==> config.mk <==
export PLATFORM = sky130hd
export DESIGN_NAME = regfile_write_scheduler_flat
export DESIGN_NICKNAME = d
export VERILOG_FILES = /design/src/rtl/regfile_write_scheduler_if.sv /design/src/rtl/regfile_write_scheduler.sv /design/src/flat_wrapper.sv
export SDC_FILE = /design/constraint.sdc
export NUM_CORES = 1
export LEC_CHECK = 0
export BUFFER_PORTS_ARGS = -buffer_cell sky130_fd_sc_hd__buf_4
export CAP_MARGIN = 20
export CORE_MARGIN = 2
export CORE_UTILIZATION = 24
export CTS_CLUSTER_SIZE = 14
export DETAILED_ROUTE_END_ITERATION = 10
export PLACE_DENSITY_LB_ADDON = 0.12
export SYNTH_ARGS = -nofsm -noshare
export SYNTH_HDL_FRONTEND = slang
export SYNTH_SLANG_ARGS = --single-unit
==> constraint.sdc <==
create_clock -name Clk -period 5.4 [get_ports Clk]
set_input_delay 0.54 -clock Clk [delete_from_list [all_inputs] [get_ports Clk]]
set_output_delay 0.54 -clock Clk [all_outputs]
set_load 0.005 [all_outputs]
==> src/rtl/regfile_write_scheduler_if.sv <==
`default_nettype none
// ============================================================================
// Module      : regfile_write_scheduler_if
// Description : Request bus between writeback sources and the register-file
//               write scheduler. Requester i uses bit i of ReqValid/ReqReady
//               and slice i of the packed ReqAddr/ReqData vectors.
// Signals     : ReqValid [NUM_REQ]         write request per requester
//               ReqAddr  [NUM_REQ*ADDR_W]  destination register per requester
//               ReqData  [NUM_REQ*DATA_W]  write data per requester
//               ReqReady [NUM_REQ]         grant, accept on ReqValid & ReqReady
// Modports    : master - requester side, slave - scheduler side
// Revision    : 1.0 - initial release
// ============================================================================
interface regfile_write_scheduler_if #(
    parameter int NUM_REQ = 4,
    parameter int ADDR_W  = 5,
    parameter int DATA_W  = 32
);
    logic [NUM_REQ-1:0]        ReqValid;
    logic [NUM_REQ*ADDR_W-1:0] ReqAddr;
    logic [NUM_REQ*DATA_W-1:0] ReqData;
    logic [NUM_REQ-1:0]        ReqReady;

    modport master (
        output ReqValid,
        output ReqAddr,
        output ReqData,
        input  ReqReady
    );

    modport slave (
        input  ReqValid,
        input  ReqAddr,
        input  ReqData,
        output ReqReady
    );
endinterface
`default_nettype wire

==> src/rtl/regfile_write_scheduler.sv <==
`default_nettype none
// ============================================================================
// Module      : regfile_write_scheduler
// Description : Shares the two write ports of a dual-write-port register file
//               between NUM_REQ requesters. Up to two requests are granted per
//               cycle in round-robin order; a request whose destination equals
//               that of the first grant is deferred, so the register file never
//               sees two same-cycle writes to one register.
// Ports       : Clk            clock, all state on posedge
//               Reset_n        asynchronous active-low reset
//               Enable         1 = scheduling allowed, 0 = no grants
//               reqBus         request bus (slave modport)
//               WriteRegister1/2, WriteData1/2, RegWrite1/2
//                              registered register-file write ports
//               Busy           valid requests exist that are not all granted
//               CollisionCount deferral counter (only with the macro below)
// Options     : WRITE_COLLISION_CNT_EN adds the 16-bit saturating
//               CollisionCount output.
// Revision    : 1.0 - initial release
// ============================================================================
module regfile_write_scheduler #(
    parameter int NUM_REQ = 4,
    parameter int ADDR_W  = 5,
    parameter int DATA_W  = 32
) (
    input  logic                       Clk,
    input  logic                       Reset_n,
    input  logic                       Enable,
    regfile_write_scheduler_if.slave   reqBus,
    output logic [ADDR_W-1:0]          WriteRegister1,
    output logic [ADDR_W-1:0]          WriteRegister2,
    output logic [DATA_W-1:0]          WriteData1,
    output logic [DATA_W-1:0]          WriteData2,
    output logic                       RegWrite1,
    output logic                       RegWrite2,
    output logic                       Busy
`ifdef WRITE_COLLISION_CNT_EN
    ,
    output logic [15:0]                CollisionCount
`endif
);

    localparam int               PTR_W      = (NUM_REQ > 1) ? $clog2(NUM_REQ) : 1;
    localparam logic [PTR_W-1:0] c_LAST_IDX = PTR_W'(NUM_REQ - 1);
    localparam logic [PTR_W:0]   c_NUM_REQ  = (PTR_W + 1)'(NUM_REQ);

    // Unpacked views of the packed request vectors
    logic [ADDR_W-1:0] w_addrArr [NUM_REQ];
    logic [DATA_W-1:0] w_dataArr [NUM_REQ];

    generate
        for (genvar gi = 0; gi < NUM_REQ; gi++) begin : g_unpack
            assign w_addrArr[gi] = reqBus.ReqAddr[gi*ADDR_W +: ADDR_W];
            assign w_dataArr[gi] = reqBus.ReqData[gi*DATA_W +: DATA_W];
        end
    endgenerate

    logic [PTR_W-1:0]   r_ptr;
    logic [PTR_W:0]     w_scanSum;
    logic [PTR_W-1:0]   w_scanIdx;
    logic               w_foundA;
    logic               w_foundB;
    logic [PTR_W-1:0]   w_idxA;
    logic [PTR_W-1:0]   w_idxB;
    logic [ADDR_W-1:0]  w_addrA;
    logic [ADDR_W-1:0]  w_addrB;
    logic [DATA_W-1:0]  w_dataA;
    logic [DATA_W-1:0]  w_dataB;
    logic [NUM_REQ-1:0] w_grant;
    logic [PTR_W-1:0]   w_lastIdx;
    logic [PTR_W-1:0]   w_ptrNext;
`ifdef WRITE_COLLISION_CNT_EN
    logic               w_deferred;
    logic [15:0]        r_collisionCount;
`endif

    // Round-robin scan starting at r_ptr. The first valid requester takes
    // port 1; the first later one with a different destination takes port 2.
    // Same-destination requesters are skipped and simply stay ungranted.
    always_comb begin
        w_scanSum = '0;
        w_scanIdx = '0;
        w_foundA  = 1'b0;
        w_foundB  = 1'b0;
        w_idxA    = '0;
        w_idxB    = '0;
        w_addrA   = '0;
        w_addrB   = '0;
        w_dataA   = '0;
        w_dataB   = '0;
`ifdef WRITE_COLLISION_CNT_EN
        w_deferred = 1'b0;
`endif
        for (int k = 0; k < NUM_REQ; k++) begin
            // Modulo NUM_REQ without a divider: sum is always < 2*NUM_REQ
            w_scanSum = {1'b0, r_ptr} + (PTR_W + 1)'(k);
            if (w_scanSum >= c_NUM_REQ) begin
                w_scanSum = w_scanSum - c_NUM_REQ;
            end
            w_scanIdx = w_scanSum[PTR_W-1:0];
            if (Enable && reqBus.ReqValid[w_scanIdx]) begin
                if (!w_foundA) begin
                    w_foundA = 1'b1;
                    w_idxA   = w_scanIdx;
                    w_addrA  = w_addrArr[w_scanIdx];
                    w_dataA  = w_dataArr[w_scanIdx];
                end else if (w_addrArr[w_scanIdx] == w_addrA) begin
`ifdef WRITE_COLLISION_CNT_EN
                    w_deferred = 1'b1;
`endif
                end else if (!w_foundB) begin
                    w_foundB = 1'b1;
                    w_idxB   = w_scanIdx;
                    w_addrB  = w_addrArr[w_scanIdx];
                    w_dataB  = w_dataArr[w_scanIdx];
                end
            end
        end
    end

    always_comb begin
        w_grant = '0;
        for (int i = 0; i < NUM_REQ; i++) begin
            w_grant[i] = (w_foundA && (w_idxA == PTR_W'(i))) ||
                         (w_foundB && (w_idxB == PTR_W'(i)));
        end
    end

    // Grants are suppressed while reset is held so no write is accepted
    // that the output stage would then discard.
    assign reqBus.ReqReady = w_grant & {NUM_REQ{Reset_n}};

    assign Busy = (|reqBus.ReqValid) && (|(reqBus.ReqValid & ~reqBus.ReqReady));

    assign w_lastIdx = w_foundB ? w_idxB : w_idxA;
    assign w_ptrNext = (w_lastIdx == c_LAST_IDX) ? '0 : (w_lastIdx + 1'b1);

    // Output stage: an idle port drops its enable but keeps address/data
    always_ff @(posedge Clk or negedge Reset_n) begin
        if (!Reset_n) begin
            r_ptr          <= '0;
            RegWrite1      <= 1'b0;
            RegWrite2      <= 1'b0;
            WriteRegister1 <= '0;
            WriteRegister2 <= '0;
            WriteData1     <= '0;
            WriteData2     <= '0;
        end else begin
            if (w_foundA) begin
                r_ptr          <= w_ptrNext;
                WriteRegister1 <= w_addrA;
                WriteData1     <= w_dataA;
            end
            RegWrite1 <= w_foundA;
            if (w_foundB) begin
                WriteRegister2 <= w_addrB;
                WriteData2     <= w_dataB;
            end
            RegWrite2 <= w_foundB;
        end
    end

`ifdef WRITE_COLLISION_CNT_EN
    always_ff @(posedge Clk or negedge Reset_n) begin
        if (!Reset_n) begin
            r_collisionCount <= '0;
        end else if (w_deferred && (r_collisionCount != 16'hFFFF)) begin
            r_collisionCount <= r_collisionCount + 16'd1;
        end
    end

    assign CollisionCount = r_collisionCount;
`endif

endmodule
`default_nettype wire

==> src/flat_wrapper.sv <==
// flat-port wrapper written by rule: the top's interface ports become plain ports
module regfile_write_scheduler_flat 
#(
    parameter int NUM_REQ = 4,
    parameter int ADDR_W  = 5,
    parameter int DATA_W  = 32
)
  (Clk, Reset_n, Enable, WriteRegister1, WriteRegister2, WriteData1, WriteData2, RegWrite1, RegWrite2, Busy, reqBus_ReqValid, reqBus_ReqAddr, reqBus_ReqData, reqBus_ReqReady);
  regfile_write_scheduler_if #(.NUM_REQ(NUM_REQ), .ADDR_W(ADDR_W), .DATA_W(DATA_W)) reqBus_i ();
  input  logic Clk;
  input  logic Reset_n;
  input  logic Enable;
  output logic [ADDR_W-1:0] WriteRegister1;
  output logic [ADDR_W-1:0] WriteRegister2;
  output logic [DATA_W-1:0] WriteData1;
  output logic [DATA_W-1:0] WriteData2;
  output logic RegWrite1;
  output logic RegWrite2;
  output logic Busy;
  input wire logic [$bits(reqBus_i.ReqValid)-1:0] reqBus_ReqValid;
  input wire logic [$bits(reqBus_i.ReqAddr)-1:0] reqBus_ReqAddr;
  input wire logic [$bits(reqBus_i.ReqData)-1:0] reqBus_ReqData;
  output wire logic [$bits(reqBus_i.ReqReady)-1:0] reqBus_ReqReady;
  assign reqBus_i.ReqValid = reqBus_ReqValid;
  assign reqBus_i.ReqAddr = reqBus_ReqAddr;
  assign reqBus_i.ReqData = reqBus_ReqData;
  assign reqBus_ReqReady = reqBus_i.ReqReady;
  regfile_write_scheduler #(.NUM_REQ(NUM_REQ), .ADDR_W(ADDR_W), .DATA_W(DATA_W)) u_core (.Clk(Clk), .Reset_n(Reset_n), .Enable(Enable), .reqBus(reqBus_i), .WriteRegister1(WriteRegister1), .WriteRegister2(WriteRegister2), .WriteData1(WriteData1), .WriteData2(WriteData2), .RegWrite1(RegWrite1), .RegWrite2(RegWrite2), .Busy(Busy));
endmodule
* Word level (Yosys, flattened, before mapping)
Index checks and enable logic that the tools add are counted.
Operators by class: $add $sub $neg 8, $mul 0, divide/modulo/power cells 0, $lt $le $gt $ge 12, equality and inequality tests 10, shifts and indexed selects 0, mux-type cells 105, bitwise operators 7, reduce and logical (&&, ||, !) cells 21
Operators by type and width (number):
- 32-bit 2-to-1 mux | 26
- 32-bit binary-select mux with 2-bit select | 4
- 5-bit 2-to-1 mux | 26
- 2-bit 2-to-1 mux | 24
- 5-bit binary-select mux with 2-bit select | 4
- 3-bit >= comparator (second input constant) | 7
- 1-bit 2-to-1 mux | 17
- 5-bit == test | 3
- 1-bit logical AND | 13
- 2-bit by 3-bit less-than comparator with 1-bit output (second input constant) | 4
- 2-bit inverter with 3-bit output | 4
- 2-bit == test (second input constant) | 5
- 4-bit AND | 2
- 1-bit binary-select mux with 2-bit select | 4
- 4-bit OR reduction | 2
- 2-bit by 1-bit subtractor with 2-bit output (second input constant) | 4
- 2-bit by 2-bit adder with 3-bit output (second input constant) | 2
- 2-bit by 1-bit == test with 1-bit output (second input constant) | 2
- 2-bit zero test | 2
- 1-bit logical OR | 4
- 4-bit inverter | 1
- 2-bit by 1-bit adder with 3-bit output (second input constant) | 1
- 2-bit by 3-bit >= comparator with 1-bit output (second input constant) | 1
- 2-bit by 1-bit adder with 2-bit output (second input constant) | 1
Storage, ports and cells: register bits after elaboration 78, bits in latches 0, RAM bits 0, ROM bits 0, input port bits 155, output and inout bits 81, memories 0

* Longest topological paths before layout
Gate-level depths: netlist (run 1).
word-level depth 27, mapped depth 17, gate-level depth less buffers 13

* Worst setup path before layout (run 1)
Ideal clock, no wire load.
kind input to output, start input reqBus_ReqValid[3], end output Busy, data arrival time 4.025 ns, path slack 0.835 ns, cell stages on the path 12, buffers on the path 1, path through clkbuf_1 > mux2i_1 > o22a_1 > inv_2 > a222oi_1 > a21oi_1 > or4_1 > o31a_1 > a222oi_1 > mux2_4 > a31oi_1 > or4b_1
On the way: word-level cells in the longest chain between the ends 24
Ends and longest elaborated chain:
- from (decl) | RTL line flat_wrapper.sv:20 | input wire logic [$bits(reqBus_i.ReqValid)-1:0] reqBus_ReqValid;
- 1-bit binary-select mux with 2-bit select | RTL line regfile_write_scheduler.sv:101 | if (Enable && reqBus.ReqValid[w_scanIdx]) begin
- 1-bit 2-to-1 mux (implied by the code) | RTL line regfile_write_scheduler.sv:101
- 1-bit logical AND | RTL line regfile_write_scheduler.sv:101
- 5-bit 2-to-1 mux | RTL line regfile_write_scheduler.sv:101
- 5-bit == test | RTL line regfile_write_scheduler.sv:107 | end else if (w_addrArr[w_scanIdx] == w_addrA) begin
- 2-bit 2-to-1 mux or 1-bit 2-to-1 mux (tied branches) | RTL line regfile_write_scheduler.sv:107
- 2-bit 2-to-1 mux or 1-bit 2-to-1 mux (tied branches) | RTL line regfile_write_scheduler.sv:102 | if (!w_foundA) begin
- 2-bit 2-to-1 mux or 1-bit 2-to-1 mux (tied branches) | RTL line regfile_write_scheduler.sv:101
- [8 not listed]
- 2-bit by 1-bit == test with 1-bit output, or another cell as far along | RTL line regfile_write_scheduler.sv:125 | (w_foundB && (w_idxB == PTR_W'(i)));
- 1-bit logical AND | RTL line regfile_write_scheduler.sv:125
- 1-bit logical OR | RTL line regfile_write_scheduler.sv:124 | w_grant[i] = (w_foundA && (w_idxA == PTR_W'(i))) ||
- 4-bit AND | RTL line regfile_write_scheduler.sv:131 | assign reqBus.ReqReady = w_grant & {NUM_REQ{Reset_n}};
- 4-bit inverter | RTL line regfile_write_scheduler.sv:133 | assign Busy = (|reqBus.ReqValid) && (|(reqBus.ReqValid & ~reqBus.ReqReady));
- 4-bit AND | RTL line regfile_write_scheduler.sv:133
- 4-bit OR reduction | RTL line regfile_write_scheduler.sv:133
- 1-bit logical AND (*) | RTL line regfile_write_scheduler.sv:133
- to (decl) | RTL line flat_wrapper.sv:19 | output logic Busy;
Every way passes the cells marked *; elsewhere a longest branch is shown, timed or not. The select of a mux whose other input is x is not followed.

* Worst setup path in the final report (run 1)
start register u_core.r_ptr[0], end output Busy
On the way: word-level cells in the longest chain between the ends 27
Ends and longest elaborated chain:
- from (decl) | RTL line regfile_write_scheduler.sv:58 | logic [PTR_W-1:0] r_ptr;
- from (signal assigned) | RTL line regfile_write_scheduler.sv:150 | r_ptr <= w_ptrNext;
- 2-bit by 1-bit adder with 3-bit output, or another cell as far along | RTL line regfile_write_scheduler.sv:96 | w_scanSum = {1'b0, r_ptr} + (PTR_W + 1)'(k);
- 3-bit >= comparator, or another cell as far along | RTL line regfile_write_scheduler.sv:97 | if (w_scanSum >= c_NUM_REQ) begin
- 2-bit 2-to-1 mux or 2-bit inverter with 3-bit output (tied branches) | RTL line regfile_write_scheduler.sv:97, regfile_write_scheduler.sv:105
- 2-bit inverter with 3-bit output (implied by the code) or 5-bit binary-select mux with 2-bit select (tied branches)
- 5-bit binary-select mux with 2-bit select or 5-bit 2-to-1 mux (tied branches)
- 5-bit 2-to-1 mux (on tied branches)
- 5-bit 2-to-1 mux (on tied branches) | RTL line regfile_write_scheduler.sv:105, regfile_write_scheduler.sv:107, regfile_write_scheduler.sv:101
- 5-bit == test | RTL line regfile_write_scheduler.sv:107
- [11 not listed]
- 2-bit by 1-bit == test with 1-bit output, or another cell as far along | RTL line regfile_write_scheduler.sv:125
- 1-bit logical AND | RTL line regfile_write_scheduler.sv:125
- 1-bit logical OR | RTL line regfile_write_scheduler.sv:124
- 4-bit AND (*) | RTL line regfile_write_scheduler.sv:131
- 4-bit inverter (*) | RTL line regfile_write_scheduler.sv:133
- 4-bit AND (*) | RTL line regfile_write_scheduler.sv:133
- 4-bit OR reduction (*) | RTL line regfile_write_scheduler.sv:133
- 1-bit logical AND (*) | RTL line regfile_write_scheduler.sv:133
Marks and branches as above.

==> results of run 1 <==
[sequential cells by signal, summed over array words and instances (netlist names)]
register,count
u_core.RegWrite1,1
u_core.RegWrite2,1
u_core.WriteData1,32
u_core.WriteData2,32
u_core.WriteRegister1,5
u_core.WriteRegister2,5
u_core.r_ptr,2
[power by group through the flow]
stage	registers, mW	clock network [mW]	logic [mW]
after floorplan	1.08	0	3.60
after global placement	1.21	0	5.21
after detailed placement	1.20	0	5.20
after CTS	1.20	0.637	5.22
after global routing	1.21	0.660	5.69
final	1.17	0.613	5.20
[Yosys cell counts (3+ instances only)]
| library cell | count |
|---|---|
| a222oi_1 | 3 |
| or4_1 | 3 |
| mux2_1 | 3 |
| o211ai_1 | 5 |
| o22a_1 | 3 |
| nand4_1 | 3 |
| mux4_2 | 77 |
| nand2b_1 | 6 |
| dfrtp_1 | 78 |
| buf_2 | 3 |
| xnor2_1 | 5 |
| a31o_2 | 33 |
| or3_1 | 3 |
| o21ai_0 | 13 |
| nand3_1 | 10 |
| a31oi_1 | 4 |
| mux4_1 | 3 |
| o21a_1 | 5 |
| o2111ai_1 | 3 |
| a21oi_1 | 80 |
| a211oi_1 | 5 |
| a32o_1 | 4 |
| buf_1 | 23 |
| inv_1 | 12 |
| and3_1 | 6 |
| nor3b_1 | 31 |
| o22ai_1 | 71 |
| a22oi_1 | 37 |
| or2_2 | 31 |
| nor2b_1 | 3 |
| a21boi_0 | 4 |
| a22o_1 | 4 |
| mux2i_1 | 121 |
| nand2_1 | 47 |
| clkbuf_1 | 65 |
| mux2_2 | 35 |
| nor2_1 | 52 |
[worst max-delay path, delay by kind of cell, from the launching register on]
family,cells,cell delay (ns)
multiplexers,2,0.44
flip-flops,1,0.53
buffers and inverters,4,0.81
AND/OR/NAND/NOR,3,1.22
AO/OA/AOI/OAI,5,1.24
[metrics by stage]
step	std cells	util, %	hold slack (ns)	total power [mW]
after detailed placement	1563	30.5	0.517	6.40
after floorplan	928	-	0.244	4.69
after CTS	1579	31.2	0.117	7.05
after global routing	1582	31.3	0.126	7.56
final	1582	31.3	0.110	6.98
after global placement	1563	30.5	0.523	6.42
[final cells by class]
cell class,count,area [µm²],area share (%)
clock buffer,11,243,2.12
tap,468,586,5.10
inverter,14,52.6,0.458
antenna,1,2.50,0.0218
clock inverter,5,33.8,0.294
timing repair buffer,264,1990,17.4
sequential,78,1960,17.1
multi-input combinational,741,6610,57.6
[how the worst max path moves through the flow]
stage          slack, ns  depth (start not counted)  endpoint
2_1_floorplan       0.84                         12      Busy
3_3_place_gp        0.53                         14      Busy
3_5_place_dp        0.50                         14      Busy
4_1_cts             0.09                         14      Busy
5_1_grt            0.004                         13      Busy
6_report            0.26                         14      Busy
[layout by cell type, fill, tap and decap left out, drive strengths merged, types with 15 or more instances in the layout]
cell	count
mux2	39
nor2	52
mux4	80
mux2i	122
inv	15
o22ai	71
or2	31
a21oi	80
a22oi	37
nand2	47
dfrtp	78
a31o	33
nor3b	31
buf	264
[kinds of logic after synthesis]
family / Yosys count / synth area share (%)
AO/OA/AOI/OAI: 288 / 21.5
XOR/XNOR: 6 / 0.587
adder cells (fa/ha/maj): 1 / 0.140
buffers and inverters: 109 / 4.87
flip-flops: 78 / 21.8
multiplexers: 241 / 39.0
AND/OR/NAND/NOR: 205 / 12.1
[layer usage]
metal	up-vias	share of wire (%)
met5	-	0
met4	0	1.0
met3	18	6.3
met2	245	48
met1	4388	44
li1	4046	-
[repair_timing]
| action | 4_1_cts | 5_1_grt |
|---|---|---|
| endpoints found under the setup margin | 0 | 1 |
| buffers inserted | 0 | 2 |
| resized for setup | 0 | 2 |
==> metrics.md, run 1 <==
| Metric | Value |
|---|---|
| Final setup viols | `0` |
| PD cells | `609 mW/mm²` |
| Setup Skew | `0.0113 ns` |
| Die width | `197 µm` |
| Initial antenna violation count | `1` |
| CP startpoint | `u_core.r_ptr[0]$_DFFE_PN0N_` |
| Nature of the critical path endpoint | `output port` |
| Clock buffer depth | `2` |
| Worst skew pair latency | `0.36 ns` |
| IO Pins | `236` |
| Share of the synthesized area in the top cell type | `21.8%` |
| Seq cells post-synth | `78` |
| Initial Util | `24.4%` |
| Clk sinks | `78` |
| Setup TNS | `0 ns` |
| Global placement routability congestion | `0.809` |
| Placed Area | `0.0112 mm²` |
| Max-slew violations | `0` |
| Global-route met3 utilization | `4.39%` |
| Slowest cell delay on critical path | `0.60 ns` |
| Final #Nets | `1264` |
| Mapped Nets | `1084` |
| Outcome | `finished clean` |
| Global Route Usage Sum | `18.7%` |
| Area grow syn2layout | `28.3%` |
| Final WL | `36700 µm` |
| Post-route DRC violation count | `0` |
| Number of H-tree levels | `3` |
| Relative slew slack | `29.7%` |
| Worst-path fanout max | `14` |
| Post-synth top area cell | `dfrtp_1` |
| HPWL after DPL | `25100 µm` |
| Sw power | `3.26 mW` |
| Final setup margin | `0.255 ns` |
| Worst-path clk slew | `0.08 ns` |
| Clock period minus worst slack | `5.14 ns` |
| Fin crit share | `95.3%` |
| Avg Cell Area, Syn | `9.64 µm²` |
| Most Crowded Layer GR | `met2` |
| Drt wl/cell | `23.2 µm` |
| Grt ovf | `0` |
| Power Internal | `3.73 mW` |
| RSZ-0062 raised after global routing | `false` |
| Lkg Pwr | `4.78 nW` |
| Fillers | `3826` |
| Main synth FF type | `dfrtp_1` |
| # rows | `70` |
| CTS root buf | `clkbuf_16` |
| CTS Hold Bufs | `0` |
| Combinational Power Share | `74.4%` |
| Post-synth EDFFs | `0` |
| DP Worst Slack | `0.498 ns` |
| R2r worst-path depth | `13` |
| RR Endpoint | `u_core.r_ptr[1]$_DFFE_PN0N_` |
| Number of global-route vias before repair | `8933` |
| Vias per inst | `5.50` |
| Cells taking the most area after synthesis | `dfrtp_1 22%, mux4_2 19%, mux2i_1 14%` |
| # port buffers | `235` |
| Hold Violations, Final | `0` |
| Post-synth cell types | `63` |
| Slowest-stage cell, CP | `or4_1` |
| Worst VDD drop | `0.000330 V` |
| Hold Crit Class | `in -> async` |
| Crit path cell chain | `buf_4 -> buf_4 -> mux2i_1 -> nor2_1 -> a222oi_1 -> a21oi_1 -> or4_1 -> o31a_1 -> a222oi_1 -> buf_4 -> mux2_4 -> a31oi_1 -> or4b_1 -> buf_4` |
| Detail Route Antenna Nets | `0` |
| Clock Power Share | `8.8%` |
| Global-route wire length before repair | `55400 µm` |
| Post-synthesis sequential area ratio | `21.8%` |
| R2r setup slk | `1.11 ns` |
| Worst EP arrival | `4.60 ns` |
| DRT Pass-1 Iters | `5` |
| Crit path launch type | `register` |
| Yosys warns | `0` |
| Kind of critical path | `reg -> out` |
| Die extent in y | `197 µm` |
| Core ar. | `0.0367 mm²` |
| DR iter-0 viols | `462` |
| CTS buffer count | `9` |
| Sw frac | `46.6%` |
| Pin count of the biggest net entering global routing | `141` |
| CTS tree | `done` |
| Die area | `0.0388 mm²` |
| Share of layout cells above drive strength 1 | `42.4%` |
| Final non-filler cell area | `0.0115 mm²` |
| Mapped Cells | `928` |
| Synth Cell Area | `0.00895 mm²` |
| Max-cap violations | `0` |
| Most Frequent Cell on Critical Path | `buf_4` |
| M2 GR Usage | `31.6%` |
| Sequential power share | `16.8%` |
| Worst R2R Start | `u_core.r_ptr[0]$_DFFE_PN0N_` |
| CP required | `4.86 ns` |
| Fmax achieved | `194 MHz` |
| Met1 Use GR | `24.3%` |
| Worst slew pin tran | `1.05 ns` |
| Async set or reset register ratio after synthesis | `100%` |
| Vias | `8697` |
Note: power is estimated with default switching activity, not from simulation.
==> run 2, diff against run 1 <==
- CORE_UTILIZATION: 24 -> 55
==> run 2 against run 1 <==
Net effect: non-clock buffer count increased by 5; final cell count fell by 16%; routed wire length shrank 22%; highest routed layer unchanged.
==> metrics.md, run 2 (same netlist as run 1, synthesis figures left out) <==
| Metric | Value |
|---|---|
| Hold Violations, Final | `0 (unchanged)` |
| Relative slew slack | `31.1% (+1.4 points)` |
| DRT Pass-1 Iters | `5 (unchanged)` |
| Vias per inst | `6.77 (+23%)` |
| # rows | `46 (-34%)` |
| Outcome | `finished clean` |
| Placed Area | `0.0108 mm² (-3.0%)` |
| Die extent in y | `132 µm (-33%)` |
| Die area | `0.0173 mm² (-55%)` |
| Share of layout cells above drive strength 1 | `42.5% (+0.079 points)` |
| CTS root buf | `clkbuf_16` |
| Cells after DPL | `1312 (-16%)` |
| Fin crit share | `94.9% (-0.37 points)` |
| Setup TNS | `0 ns (unchanged)` |
| CP required | `4.86 ns (about the same)` |
| Pin count of the biggest net entering global routing | `74 (-48%)` |
| Global-route wire length before repair | `45700 µm (-17%)` |
| HPWL after DPL | `19700 µm (-22%)` |
| Post-route DRC violation count | `0 (unchanged)` |
| Initial antenna violation count | `0 (-1)` |
| DR iter-0 viols | `818 (+77%)` |
| Final setup viols | `0 (unchanged)` |
| PD cells | `613 mW/mm² (+0.78%)` |
| Global placement routability congestion | `0.900 (+11%)` |
| Nature of the critical path endpoint | `output port` |
| Final core utilization | `70.7% (+39 points)` |
| Worst VDD drop | `0.000439 V (+33%)` |
| Hold Crit Class | `in -> async` |
| Largest regs | `u_core.WriteData1 x32, u_core.WriteData2 x32` |
| Hold slack | `0.186 ns (+0.0764 ns)` |
| Setup Skew | `0.00670 ns (-0.00461 ns)` |
| Number of H-tree levels | `3 (unchanged)` |
| DP Worst Slack | `0.566 ns (+0.0674 ns)` |
| Most common cell after layout, fill and taps aside | `buf_4` |
| Worst skew pair latency | `0.35 ns (about the same)` |
| RSZ-0062 raised after global routing | `false` |
| Clock period minus worst slack | `5.12 ns (-0.0201 ns)` |
| Worst-path clk slew | `0.07 ns (about the same)` |
| Final WL | `28400 µm (-22%)` |
| Clk sinks | `78 (unchanged)` |
| Grt ovf | `0 (unchanged)` |
| # port buffers | `235 (unchanged)` |
| Kind of critical path | `reg -> out` |
| Max-slew violations | `0 (unchanged)` |
| Number of global-route vias before repair | `8860 (-0.82%)` |
| Drt wl/cell | `21.3 µm (-8.1%)` |
| Fin cells | `1334 (-16%)` |
| Fillers | `1282 (-66%)` |
| Lkg Pwr | `4.83 nW (+1.0%)` |
| N_diodes | `0 (-1)` |
| Worst EP arrival | `4.58 ns (-0.02 ns)` |
| Initial Util | `56.3% (+32 points)` |
| Core ar. | `0.0159 mm² (-57%)` |
| CTS buffer count | `9 (unchanged)` |
| CTS Hold Bufs | `0 (unchanged)` |
| Final setup margin | `0.275 ns (+0.0201 ns)` |
| Area grow syn2layout | `25.5%` |
| R2r worst-path depth | `12 (-1)` |
| Final non-filler cell area | `0.0112 mm² (-2.1%)` |
| IO Pins | `236 (unchanged)` |
| Fmax achieved | `195 MHz (+0.39%)` |
| Worst slew pin tran | `1.03 ns (-0.0205 ns)` |
| Global Route Usage Sum | `32.2% (+14 points)` |
| Clock buffer depth | `2 (unchanged)` |
| Max-cap violations | `0 (unchanged)` |
| Crit path launch type | `register` |
| Commonest cells after routing, fill and taps aside | `267 x buf_4, 121 x mux2i_1, 80 x a21oi_1` |
| Detail Route Antenna Nets | `0 (unchanged)` |
| Worst-path fanout max | `20 (+6)` |
| CTS tree | `done` |
| Final #Nets | `1269 (+0.40%)` |
| Vias | `9025 (+3.8%)` |
| Final total power | `6.89 mW (-1.4%)` |
| Die width | `132 µm (-33%)` |
==> run 2: what timing repair did <==
action	in CTS	in global routing
buffers inserted	0	6
endpoints found under the setup margin	0	1
resized for setup	0	1
==> run 2: path summary, 6_finish.rpt <==
check | from | endpoint | slack [ns]
worst max-delay path | u_core.r_ptr[1]$_DFFE_PN0N_ | Busy | 0.28
worst max register to register | u_core.r_ptr[1]$_DFFE_PN0N_ | u_core.r_ptr[1]$_DFFE_PN0N_ | 1.21
worst min register to register | u_core.WriteData2[25]$_DFFE_PN0P_ | u_core.WriteData2[25]$_DFFE_PN0P_ | 0.57
max in group asynchronous | Reset_n | u_core.r_ptr[1]$_DFFE_PN0N_ | 4.19
min in group Clk | u_core.WriteData2[25]$_DFFE_PN0P_ | u_core.WriteData2[25]$_DFFE_PN0P_ | 0.57
worst min-delay path | Reset_n | u_core.WriteRegister2[1]$_DFFE_PN0P_ | 0.19
==> run 2: area by class of cell <==
class / instances / area (µm²) / area share, %
clock inverter: 7 / 80.1 / 0.713
timing repair buffer: 269 / 2050 / 18.3
sequential: 78 / 1960 / 17.4
inverter: 14 / 52.6 / 0.468
multi-input combinational: 741 / 6590 / 58.7
tap: 216 / 270 / 2.41
clock buffer: 9 / 225 / 2.01
==> run 2: where the power goes <==
part,internal (mW),leakage (nW),total (mW),switching [mW]
Combinational,2.52,3.74,5.09,2.57
Sequential,0.911,0.943,1.15,0.241
Clock,0.365,0.148,0.651,0.285
==> run 2: critical path: stages (launching register included) <==
cell	delay [ns]
dfrtp_4	0.57
nand2b_1	0.30
o22a_1	0.21
inv_2	0.16
a222oi_1	0.53
a21oi_1	0.12
or4_1	0.60
o31a_1	0.33
a222oi_1	0.28
buf_4	0.22
mux2_4	0.16
a31oi_1	0.07
or4b_1	0.54
buf_4	0.15
==> run 2: layer usage <==
layer | vias to the layer above | track usage, % | part of all wire (%)
met5 | - | 0 | 0
met4 | 0 | 11.9 | 2.9
met3 | 61 | 6.29 | 8.1
met2 | 464 | 54.4 | 50
met1 | 4440 | 41.2 | 39
li1 | 4060 | - | -
==> run 3, diff against run 2 <==
--- a/config.mk
+++ b/config.mk
@@ -13,4 +13,5 @@
 export DETAILED_ROUTE_END_ITERATION = 10
 export PLACE_DENSITY_LB_ADDON = 0.12
+export SKIP_CTS_REPAIR_TIMING = 1
 export SYNTH_ARGS = -nofsm -noshare
 export SYNTH_HDL_FRONTEND = slang
==> constraint.sdc (replaced) <==
create_clock -name Clk -period 5.4 [get_ports Clk]
set_input_delay 0.54 -clock Clk [delete_from_list [all_inputs] [get_ports Clk]]
set_output_delay 0.54 -clock Clk [all_outputs]
set_load 0.05 [all_outputs]
==> run 3 against run 2 <==
Net effect: worst setup slack worse by 0.0092 ns; routed wire length down 1.4%; clock power down 0.9%; non-clock buffer count down 5; critical path depth down 1; first-iteration DRC count down 17%; final cell count down 0.37%.
==> metrics.md, run 3 (same netlist as run 1, synthesis figures left out) <==
| Metric | Value |
|---|---|
| Outcome | `finished clean` |
| CP required | `4.86 ns (about the same)` |
| Placed Area | `0.0108 mm² (unchanged)` |
| Most Frequent Cell on Critical Path | `buf_4` |
| Core ar. | `0.0159 mm² (unchanged)` |
| Routed wl met3 | `2110 µm (-8.8%)` |
| Max-cap violations | `0 (unchanged)` |
| Crit path cell chain | `buf_4 -> mux4_2 -> a222oi_1 -> a21oi_1 -> or4_1 -> o31a_1 -> a222oi_1 -> buf_4 -> mux2_4 -> a31oi_1 -> or4b_1 -> buf_4` |
| Die width | `132 µm (unchanged)` |
| Fmax achieved | `195 MHz (-0.18%)` |
| HPWL after DPL | `19600 µm (-0.45%)` |
| Worst-path fanout max | `14 (-30%)` |
| Crit path buf inv count | `3 (unchanged)` |
| Slowest-stage cell, CP | `or4_1` |
| Die extent in y | `132 µm (unchanged)` |
| Global Route Usage Sum | `31.6% (-0.60 points)` |
| Detail Route Antenna Nets | `0 (unchanged)` |
| Initial antenna violation count | `0 (unchanged)` |
| PD cells | `706 mW/mm² (+15%)` |
| N_diodes | `0 (unchanged)` |
| Hold Crit Class | `in -> async` |
| Most common cell after layout, fill and taps aside | `buf_4` |
| Hold slack | `0.172 ns (-0.0144 ns)` |
| Setup TNS | `0 ns (unchanged)` |
| Delay-heaviest family, CP | `compound AO/OA/AOI/OAI gates` |
| Routed met1 length | `11200 µm (+0.97%)` |
| Drt wl/cell | `21.1 µm (-1.1%)` |
| Cells after DPL | `1312 (unchanged)` |
| Final WL | `28000 µm (-1.4%)` |
| Fin crit share | `95.1% (+0.17 points)` |
| Hold Violations, Final | `0 (unchanged)` |
| CTS tree | `done` |
| Worst-path clk slew | `0.07 ns (about the same)` |
| Global-route wire length before repair | `44900 µm (-1.6%)` |
| Vias | `8953 (-0.80%)` |
| Grt ovf | `0 (unchanged)` |
| Max-slew violations | `0 (unchanged)` |
| Final #Nets | `1264 (-0.39%)` |
| Pin count of the biggest net entering global routing | `73 (-1.4%)` |
| Initial Util | `56.3% (unchanged)` |
| Number of global-route vias before repair | `8746 (-1.3%)` |
| # rows | `46 (unchanged)` |
| Area grow syn2layout | `24.7%` |
| Worst slew pin tran | `1.02 ns (-0.00926 ns)` |
| Die area | `0.0173 mm² (unchanged)` |
| Final non-filler cell area | `0.0112 mm² (-0.62%)` |
| Worst skew pair latency | `0.34 ns (about the same)` |
| Fin cells | `1329 (-0.37%)` |
| CTS root buf | `clkbuf_16` |
| Largest regs | `u_core.WriteData1 x32, u_core.WriteData2 x32` |
| CTS buffer count | `9 (unchanged)` |
| Global placement routability congestion | `0.911 (+1.2%)` |
| Number of H-tree levels | `3 (unchanged)` |
| RSZ-0062 raised after global routing | `false` |
| Post-route DRC violation count | `0 (unchanged)` |
| Final core utilization | `70.3% (-0.44 points)` |
| Commonest cells after routing, fill and taps aside | `263 x buf_4, 121 x mux2i_1, 80 x a21oi_1` |
| IO Pins | `236 (unchanged)` |
| Setup Skew | `0.00682 ns (+0.000126 ns)` |
| Clock buffer depth | `2 (unchanged)` |
| Worst VDD drop | `0.000380 V (-13%)` |
| Clock period minus worst slack | `5.13 ns (+0.00918 ns)` |
| DRT Pass-1 Iters | `5 (unchanged)` |
| Worst EP arrival | `4.59 ns (about the same)` |
| Lkg Pwr | `4.79 nW (-0.83%)` |
| Vias per inst | `6.74 (-0.42%)` |
| DR iter-0 viols | `679 (-17%)` |
| Clk sinks | `78 (unchanged)` |
| Relative slew slack | `31.7% (+0.62 points)` |
| Nature of the critical path endpoint | `output port` |
| Slowest cell delay on critical path | `0.60 ns (about the same)` |
| Metal2 WL | `14000 µm (-1.6%)` |
| Final setup margin | `0.266 ns (-0.00918 ns)` |
| Final total power | `7.88 mW (+14%)` |
| Uppermost routed layer | `met4` |
| Final setup viols | `0 (unchanged)` |
| Share of layout cells above drive strength 1 | `42.0% (-0.44 points)` |
| DP Worst Slack | `0.552 ns (-0.0134 ns)` |
| Kind of critical path | `reg -> out` |
| Crit path launch type | `register` |
| # port buffers | `235 (unchanged)` |
==> run 3: cell types whose count changed in the layout (fill, tap and decap cells not counted), sizes merged <==
cell    before  now
clkinv       2    1
inv         17   15
clkbuf       9   12
buf        269  264
==> run 3: report_power, final <==
| group | leakage [nW] | total (mW) | internal, mW | switching [mW] |
|---|---|---|---|---|
| Combinational | 3.70 | 6.08 | 2.51 | 3.57 |
| Sequential | 0.943 | 1.16 | 0.912 | 0.247 |
| Clock | 0.143 | 0.645 | 0.375 | 0.271 |
==> run 3: per-layer routing <==
metal  vias to the layer above  GRT usage (%)
li1                       4051              -
met5                         -              0
met4                         0           11.0
met3                        58           4.48
met2                       444           54.2
met1                      4400           41.1
==> run 3: final timing paths <==
path / slack [ns] / depth (start not counted) / from / to
setup / recovery: 0.27 / 12 / u_core.r_ptr[0]$_DFFE_PN0N_ / Busy
hold / removal: 0.17 / 1 / Reset_n / u_core.r_ptr[0]$_DFFE_PN0N_
setup reg to reg: 1.20 / 11 / u_core.r_ptr[0]$_DFFE_PN0N_ / u_core.r_ptr[1]$_DFFE_PN0N_
hold reg to reg: 0.58 / 2 / u_core.WriteData2[28]$_DFFE_PN0P_ / u_core.WriteData2[28]$_DFFE_PN0P_
max in group asynchronous: 4.17 / 2 / Reset_n / u_core.WriteData2[13]$_DFFE_PN0P_
min in group Clk: 0.58 / 2 / u_core.WriteData2[28]$_DFFE_PN0P_ / u_core.WriteData2[28]$_DFFE_PN0P_
==> run 3: area by class of cell <==
cell class,count,area (µm²)
Fill cell,1304,4730
Multi-Input combinational cell,741,6590
Tap cell,216,270
Inverter,14,52.6
Clock buffer,12,246
Timing Repair Buffer,264,1990
Clock inverter,4,55.1
Sequential cell,78,1960
